==> src/rtl/load_station_param_pkg.sv <==
// load_station_param_pkg: shared tag/opcode widths and the "value present" tag
package load_station_param_pkg;
    localparam int LS_LABEL_W = 5;
    localparam int LS_OP_W = 5;
    localparam int NO_LABEL = 0;
endpackage

==> src/rtl/rs_age_picker.sv <==
// rs_age_picker: grants the ready entry with the lowest rank (oldest), purely combinational
module rs_age_picker
    import load_station_param_pkg::*;
#(
    parameter int DEPTH = 4,
    parameter int IW = $clog2(DEPTH)
) (
    input  logic [DEPTH-1:0] ready,
    input  logic [IW-1:0]    rank [DEPTH],
    output logic [DEPTH-1:0] grant,
    output logic [IW-1:0]    idx
);
    logic          found;
    logic [IW-1:0] best;
    always_comb begin
        found = 1'b0;
        best = '0;
        idx = '0;
        for (int i = 0; i < DEPTH; i++)
            if (ready[i] && (!found || rank[i] < best)) begin
                found = 1'b1;
                best = rank[i];
                idx = IW'(i);
            end
        grant = found ? DEPTH'(1) << idx : '0;
    end
endmodule

==> src/rtl/load_station_param.sv <==
// load_station_param: load reservation station with CDB snoop/bypass and age-ordered dispatch
module load_station_param
    import load_station_param_pkg::*;
#(
    parameter int DEPTH = 4,
    parameter int DATA_W = 32,
    parameter int LABEL_W = LS_LABEL_W,
    parameter int OP_W = LS_OP_W,
    parameter int LABEL_BASE = 1
) (
    input  logic                       clk,
    input  logic                       rst_n,
    input  logic                       flush,
    input  logic                       issue_en,
    input  logic [OP_W-1:0]            issue_op,
    input  logic [DATA_W-1:0]          issue_base,
    input  logic [LABEL_W-1:0]         issue_base_label,
    input  logic [DATA_W-1:0]          issue_imm,
    output logic                       full,
    output logic [LABEL_W-1:0]         issue_label,
    input  logic                       bc_en,
    input  logic [LABEL_W-1:0]         bc_label,
    input  logic [DATA_W-1:0]          bc_data,
    output logic                       out_valid,
    input  logic                       out_ready,
    output logic [OP_W-1:0]            out_op,
    output logic [DATA_W-1:0]          out_addr,
    output logic [LABEL_W-1:0]         out_label,
    output logic [$clog2(DEPTH+1)-1:0] count
);
    localparam int IW = $clog2(DEPTH);
    localparam int CW = $clog2(DEPTH+1);
    localparam logic [LABEL_W-1:0] NL = LABEL_W'(NO_LABEL);

    logic [DEPTH-1:0]   busy;
    logic [OP_W-1:0]    op   [DEPTH];
    logic [LABEL_W-1:0] qj   [DEPTH];
    logic [DATA_W-1:0]  vj   [DEPTH];
    logic [DATA_W-1:0]  imm  [DEPTH];
    logic [IW-1:0]      rank [DEPTH];

    logic [DEPTH-1:0] ready;
    logic [DEPTH-1:0] grant;
    logic [IW-1:0]    sel;
    logic [IW-1:0]    free_idx;
    logic [CW-1:0]    cnt;
    logic             fire;
    logic             accept;
    logic             snoop;
    logic             bypass;

    // Descending scan leaves the lowest-index free entry in free_idx
    always_comb begin
        free_idx = '0;
        cnt = '0;
        for (int i = DEPTH - 1; i >= 0; i--) begin
            free_idx = busy[i] ? free_idx : IW'(i);
            cnt = cnt + CW'(busy[i]);
        end
        for (int i = 0; i < DEPTH; i++)
            ready[i] = busy[i] && qj[i] == NL;
    end

    rs_age_picker #(.DEPTH(DEPTH), .IW(IW)) u_picker (
        .ready(ready),
        .rank(rank),
        .grant(grant),
        .idx(sel)
    );

    assign full = &busy;
    assign count = cnt;
    assign issue_label = full ? NL : LABEL_W'(LABEL_BASE + int'(free_idx));
    assign out_valid = |ready && !flush;
    assign out_op = out_valid ? op[sel] : '0;
    assign out_addr = out_valid ? vj[sel] + imm[sel] : '0;
    assign out_label = out_valid ? LABEL_W'(LABEL_BASE + int'(sel)) : NL;
    assign fire = out_valid && out_ready;
    assign accept = issue_en && !full && !flush;
    assign snoop = bc_en && bc_label != NL;
    assign bypass = snoop && bc_label == issue_base_label;

    always_ff @(posedge clk) begin
        if (!rst_n) begin
            busy <= '0;
            for (int i = 0; i < DEPTH; i++) begin
                op[i] <= '0;
                qj[i] <= NL;
                vj[i] <= '0;
                imm[i] <= '0;
                rank[i] <= '0;
            end
        end else if (flush) begin
            busy <= '0;
            for (int i = 0; i < DEPTH; i++) begin
                qj[i] <= NL;
                rank[i] <= '0;
            end
        end else begin
            for (int i = 0; i < DEPTH; i++) begin
                if (accept && IW'(i) == free_idx) begin
                    busy[i] <= 1'b1;
                    op[i] <= issue_op;
                    imm[i] <= issue_imm;
                    rank[i] <= fire ? IW'(cnt - CW'(1)) : IW'(cnt);
                    qj[i] <= bypass ? NL : issue_base_label;
                    vj[i] <= bypass ? bc_data : issue_base;
                end else if (fire && grant[i]) begin
                    busy[i] <= 1'b0;
                    rank[i] <= '0;
                end else if (busy[i]) begin
                    if (snoop && qj[i] == bc_label) begin
                        qj[i] <= NL;
                        vj[i] <= bc_data;
                    end
                    if (fire && rank[i] > rank[sel])
                        rank[i] <= rank[i] - IW'(1);
                end
            end
        end
    end
endmodule

==> config.mk <==
export PLATFORM = sky130hd
export DESIGN_NAME = load_station_param
export DESIGN_NICKNAME = d
export VERILOG_FILES = /design/src/rtl/load_station_param_pkg.sv /design/src/rtl/rs_age_picker.sv /design/src/rtl/load_station_param.sv
export SDC_FILE = /design/constraint.sdc
export NUM_CORES = 1
export LEC_CHECK = 0
export BUFFER_PORTS_ARGS = -buffer_cell sky130_fd_sc_hd__buf_2
export CAP_MARGIN = 25
export CORE_MARGIN = 8
export CORE_UTILIZATION = 55
export CTS_BUF_LIST = sky130_fd_sc_hd__clkbuf_4 sky130_fd_sc_hd__clkbuf_8 sky130_fd_sc_hd__clkbuf_16
export CTS_CLUSTER_SIZE = 28
export DETAILED_ROUTE_END_ITERATION = 8
export GPL_ROUTABILITY_DRIVEN = 0
export MAX_ROUTING_LAYER = met4
export PLACE_DENSITY = 0.74
export SLEW_MARGIN = 20
export SYNTH_ARGS = -nofsm -noshare
export SYNTH_HDL_FRONTEND = slang
export SYNTH_SLANG_ARGS = --single-unit
==> constraint.sdc <==
create_clock -name clk -period 11.2 [get_ports clk]
set_clock_uncertainty 0.2 [all_clocks]
set_input_delay 0.56 -clock clk [delete_from_list [all_inputs] [get_ports clk]]
set_output_delay 0.56 -clock clk [all_outputs]
set_load 0.005 [all_outputs]
# Word-level counts from Yosys, hierarchy flattened

Memory sizes are Yosys's and may differ from the RTL's.
Cells that the tools add are included.

Add/sub/neg operators: 11
Equality and inequality tests: 8
Shifts and indexed selects: 1
Reductions and logical operators: 62
Bitwise logic cells: 30
Order comparisons: 8
Mux-type cells: 125

Operator list:

| operator              | number |
|---|---|
| $mux W32              | 14 |
| $mux W5               | 18 |
| $mux W1               | 61 |
| $mux W2               | 28 |
| $add A32 B32 Y32      | 1 |
| $logic_and A1 B1 Y1   | 29 |
| $or A1 B1 Y1          | 28 |
| $eq A5 B5 Y1          | 5 |
| $reduce_bool A3 Y1    | 8 |
| $logic_not A5 Y1      | 4 |
| $sub A2 B1 Y2 const B | 5 |
| $gt A2 B2 Y1          | 4 |
| $reduce_and A2 Y1     | 4 |
| $reduce_bool A2 Y1    | 4 |
| $add A1 B2 Y3 const A | 2 |
| $lt A2 B2 Y1          | 3 |
| $mux W3               | 2 |
| $logic_not A1 Y1      | 5 |
| $reduce_bool A5 Y1    | 1 |
| $bmux W2 S2           | 1 |
| $eq A2 B2 Y1 const A  | 2 |
| $mux W4               | 1 |
| $reduce_and A4 Y1     | 1 |
| $reduce_or A4 Y1      | 1 |
| other kinds (11)      | 13 |

Input port bits: 117
Bits in registers: 12
Logic and storage cells: 257
Bits in writable memories: 296
Memories kept: 4

Memories:

| memory | depth | bits a word | rd ports | clocked after Yosys merged registers in | write ports | RTL line                 | text |
|---|---|---|---|---|---|---|---|
| imm    | 4     | 32          | 1        | 0                                       | 4           | load_station_param.sv:39 | `logic [DATA_W-1:0] imm [DEPTH];` |
| vj     | 4     | 32          | 1        | 0                                       | 4           | load_station_param.sv:38 | `logic [DATA_W-1:0] vj [DEPTH];` |
| op     | 4     | 5           | 1        | 0                                       | 4           | load_station_param.sv:36 | `logic [OP_W-1:0] op [DEPTH];` |
| qj     | 4     | 5           | 4        | 0                                       | 4           | load_station_param.sv:37 | `logic [LABEL_W-1:0] qj [DEPTH];` |

# Depth between registers and ports, before layout

An unclocked memory read counts as a cell.

Depth in word-level cells: 26
Mapped depth: 39

# Modules after synthesis

Synthesis repeated with hierarchy kept, for this count alone.

Cells, all modules: 1288
Area total of the unflattened synthesis: 16692.3 um2

By module, submodules not included:

| module             | cells each | times used | area an instance (um2) | seq. area each (um2) |
|---|---|---|---|---|
| load_station_param | 1242       | 1          | 16346.9                | 9078.7 |
| rs_age_picker      | 46         | 1          | 345.3                  | 0.0 |

# Worst setup path after synthesis

No wires, ideal clock.

Path kind: flip-flop to output port
Start point: memory qj[0][0] (netlist name)
End point: output out_addr[30]
Data required time: 10440 ps
Arrival: 6853 ps
Setup slack: 3587 ps
Stages on the path, launching flop included: 38
Cell sequence: edfxtp_1 > nor4b_4 > and2_1 > buf_2 > nand2_1 > ha_1 > a21oi_1 > o21ai_1 > clkinv_1 > and2_1 > a31oi_1 > ha_1 > nor2_1 > o21bai_1 > o41a_1 > buf_6 > clkbuf_1 > a21o_1 > [2 not listed] > o2bb2ai_1 > buf_4 > buf_6 > buf_2 > nand2_1 > o21ai_1 > ha_1 > inv_1 > fa_1 > nor2b_1 > o21a_1 > o21ai_1 > a211oi_1 > o211ai_1 > a21boi_0 > nor2_1 > a221oi_1 > o211ai_1

RTL lines:

| what        | RTL line                 | text |
|---|---|---|
| from (decl) | load_station_param.sv:37 |  |
| to (decl)   | load_station_param.sv:27 | `output logic [DATA_W-1:0] out_addr,` |

# Worst setup path in the final report

Start point: register busy[0]
End point: output out_addr[30]

Word-level cells in the longest chain between the ends: 17
Elaborated cells between the ends (all ways): 28
Those cells by class: add/sub: 1; order compare: 3; mux: 10; reduce/logical: 12; memory: 2

Ends and longest elaborated chain:

| what                                                    | RTL line                  | text |
|---|---|---|
| from (decl)                                             | load_station_param.sv:35  | `logic [DEPTH-1:0] busy;` |
| from (signal assigned)                                  | load_station_param.sv:85  | `busy <= '0;` |
| from (signal assigned)                                  | load_station_param.sv:94  | `busy <= '0;` |
| from (signal, indexed assignment)                       | load_station_param.sv:102 | `busy[i] <= 1'b1;` |
| $logic_and A1 B1 Y1 *                                   | load_station_param.sv:61  | `ready[i] = busy[i] && qj[i] == NL;` |
| $mux W2 / $mux W1 (equally long branches)               | rs_age_picker.sv:20       | `if (ready[i] && (!found \|\| rank[i] < best)) begin` |
| $lt A2 B2 Y1 / $logic_not A1 Y1 (equally long branches) | rs_age_picker.sv:20       |  |
| $logic_or A1 B1 Y1                                      | rs_age_picker.sv:20       |  |
| $logic_and A1 B1 Y1                                     | rs_age_picker.sv:20       |  |
| $mux W2 / $mux W1 (equally long branches)               | rs_age_picker.sv:20       |  |
| $lt A2 B2 Y1 / $logic_not A1 Y1 (equally long branches) | rs_age_picker.sv:20       |  |
| $logic_or A1 B1 Y1                                      | rs_age_picker.sv:20       |  |
| $logic_and A1 B1 Y1                                     | rs_age_picker.sv:20       |  |
| $mux W2 / $mux W1 (equally long branches)               | rs_age_picker.sv:20       |  |
| $lt A2 B2 Y1 / $logic_not A1 Y1 (equally long branches) | rs_age_picker.sv:20       |  |
| $logic_or A1 B1 Y1                                      | rs_age_picker.sv:20       |  |
| $logic_and A1 B1 Y1                                     | rs_age_picker.sv:20       |  |
| $mux W2                                                 | rs_age_picker.sv:20       |  |
| $mem_v2 Z4 W32, on equally long branches                | --                        |  |
| $add A32 B32 Y32                                        | load_station_param.sv:76  | `assign out_addr = out_valid ? vj[sel] + imm[sel] : '0;` |
| $mux W32 *                                              | load_station_param.sv:76  |  |

Mark *: on every way between the ends. The rest lies on a longest branch, timed or not.

==> impl_results.md <==
* Syn avg cell area at 10.4 um2
* Finished Cell Area at 19300 um2
* DRC at 0
* TritonRoute pass-1 iters at 5
* Setup_tns at 0 ns
* Slew HR at 27.1%
* Starting density of the core at 55.9%
* MaxCap Viol Count at 0
* Commonest non-fill, non-tap cells in the layout: edfxtp_1 (291), nand2_1 (240), buf_2 (164)
* Fin. Hold Viols at 0
* Die Ht at 192 um
* Die area at 37000 um2
* Hpwl dp at 31100 um
* Share of layout cells above drive strength 1 at 16.1%
* Max-slew violations at 0
* Leading cell type in the layout, fill and taps excluded: edfxtp_1
* Period utilization at 85.5%
* Initial antenna violation count at 8
* # clock sinks at 308
* CP peak stage delay at 0.69 ns
* Post-CTS sizing at 0
* Crit path DAT at 8.82 ns
* Placed Area at 18100 um2
* Port Buffer Count at 164
* Cells after Synth at 1643
* Mapped cell area at 17100 um2
* Sequential cell area at 9080 um2
* Number of routed nets with antenna violations at 0
* Hold_buf cts at 0
* Post-layout util at a little over three fifths
* Status: finished, final reports clean
* FF-to-FF Start: busy[0]
* Post-synth EDFFs at 291
* Final cell count without fillers at 2175
* Via density at 6.20
* Std cell rows at 64
* Worst hold stages at 2
* P_int at 2.04 mW
* DRT Wirelength at ~48000 um
* Fin nets at 1919
* VDD IR max at 119 uV
* CP max FO at 64
* Synthesized flop and latch total at ~310
* Vias at between 10k and 15k
* RR Endpoint: vj[2][7]
* First-pass GRT wire length at between 70000 and 80000 um
* GRT overflow at 0
* Setup Fix Bufs, Post-CTS at 0
* FILL cells at about 2.5k
* Leakage at around 8.2 nW
* Clock slew at the register clock pins of the worst setup and hold paths at around 0.060 ns
* Crit. End Element: primary output
* Core region area at ~31000 um2
* Sink of the worst hold path: imm[0][2]
* Clock power frac at 40.8%
* I/O Pins at 169
* Dominant synthesized flop cell: edfxtp_1
* Synth warnings at 0
* RSZ-0062 raised after global routing: no
* Max clock buf depth at 3
* Fmax at between 0.1 and 0.15 GHz
* CTS H-tree lvls at 2
* Worst path required time at between 10 and 15 ns
* Combinational share of power at 9.4%
* Die width at roughly 190 um
* Pwr dens at 137 nW/um2
* Actual slew at the worst max-slew pin at between 1 and 1.5 ns
* HP Start: issue_imm[2]
* Clk Latency, worst-skew pair at 0.51 ns
* Total CTS buffers at 34
* Switching share of power at 23.0%
* Switching power at 0.610 mW
* Clk root buf: clkbuf_16
* Final worst path period need at 9.58 ns
* Slowest stage cell, crit path: a2111oi_0
* Vias in the first global route at 13.2k
* Worst R2R Path Depth at 27
* Cell variety after synth at ~70
* Critical Path Most Common Cell: ha_1
* FFs w/ async S/R, synth at 0%
* Crit path kind: flop to primary output
* Multi-input gate area at 7430 um2
* Gr usage total at 26.1%
* HP Class: input pin to flop
* DRT iter0 DRCs at about 1.4k
* Area grow syn2layout at 12.7%
* Register area share after synthesis at a little over half
* Endpoints failing setup at 0
* Sequential share of power at 49.9%
* Startpoint Class: flop
* Largest net degree at the start of global routing at 91
* CTS tree: built
* Routed WL per cell at 22.0 um
* Placed Cells incl. Taps at 2105
* Worst reg2reg setup slack at 3.46 ns
routing by layer:
layer / GRT usage [%] / part of all wire (%) / vias up
met5: - / 0 / -
met4: 6.87 / 1.7 / 0
met3: 4.79 / 9.1 / 74
met2: 40.0 / 46 / 690
met1: 35.6 / 43 / 6467
li1: - / - / 6261
through the flow:
step                      setup WS [ns]  power, mW  hold slack [ns]
after detailed placement           2.30       1.59            0.274
after CTS                          1.71       2.65            0.155
after global placement             2.59       1.58            0.267
after global routing              0.998       2.73            0.166
after floorplan                    3.59       1.49            0.251
final                              1.62       2.65            0.170
power groups by stage:
stage / logic [mW] / registers (mW) / clock network [mW]
2_1_floorplan: 0.147 / 1.34 / 0
3_3_place_gp: 0.234 / 1.34 / 0
3_5_place_dp: 0.241 / 1.35 / 0
4_1_cts: 0.242 / 1.32 / 1.09
5_1_grt: 0.270 / 1.33 / 1.13
6_report: 0.248 / 1.32 / 1.08
critical path: cells and delay by family (launching register included):
family,cells,cell delay (ns)
AOI/OAI and AO/OA,16,4.06
and+or+nand+nor,9,1.56
adders and majority gates,5,1.35
buffers and inverters,4,0.83
DFF,1,0.49
cell usage after synthesis, types with 6 or more instances:
library cell / instances / area share [%]
a211oi_1: 6 / 0.26
clkbuf_1: 64 / 1.4
dfxtp_1: 17 / 2.0
and3_1: 99 / 3.6
nor2_1: 67 / 1.5
buf_1: 7 / 0.15
nand4_1: 8 / 0.29
and2_1: 89 / 3.3
xnor2_1: 26 / 1.3
a21oi_1: 48 / 1.4
inv_1: 20 / 0.44
nor2b_1: 9 / 0.33
nand2_1: 243 / 5.3
nand2b_1: 8 / 0.29
edfxtp_1: 291 / 51
xor2_1: 24 / 1.2
o21ai_0: 30 / 0.88
nand3_1: 92 / 2.7
ha_1: 53 / 3.9
o21a_1: 6 / 0.26
o21ai_1: 120 / 3.5
a21o_1: 24 / 1.1
a22o_1: 129 / 6.6
buf_4: 10 / 0.44
buf_2: 38 / 1.1
nor3_1: 14 / 0.41
a22oi_1: 6 / 0.26
worst max-delay path by stage:
stage	start	to	cells past startpoint
floorplan	qj[0][0]	out_addr[30]	37
global placement	busy[0]	out_addr[27]	32
detailed placement	busy[0]	out_addr[30]	34
CTS	busy[0]	out_addr[27]	32
global route	busy[0]	out_addr[30]	34
finish	busy[0]	out_addr[30]	34
logic make-up after synthesis:
group	Yosys count	synth area share [%]
muxes	3	0.234
other	1	0.0219
xor gates and xnor gates	51	2.66
and+or+nand+nor	654	19.0
DFF	308	53.1
buffers and inverters	149	3.99
adders and majority gates	55	4.11
AOI/OAI and AO/OA	422	16.9
final cells by class:
cell class,count,area share [%]
Clock buffer,50,5.19
Multi-Input combinational cell,1189,38.6
Inverter,25,0.487
Antenna cell,8,0.104
Sequential cell,308,47.1
Timing Repair Buffer,189,5.55
Clock inverter,10,0.416
Tap cell,396,2.57
state kept, by name, summed over array words and instances, names as in the netlist:
signal  cells
vj        128
rank        8
imm       128
op         20
busy        4
qj         20
(Power assumes the default switching activity.)
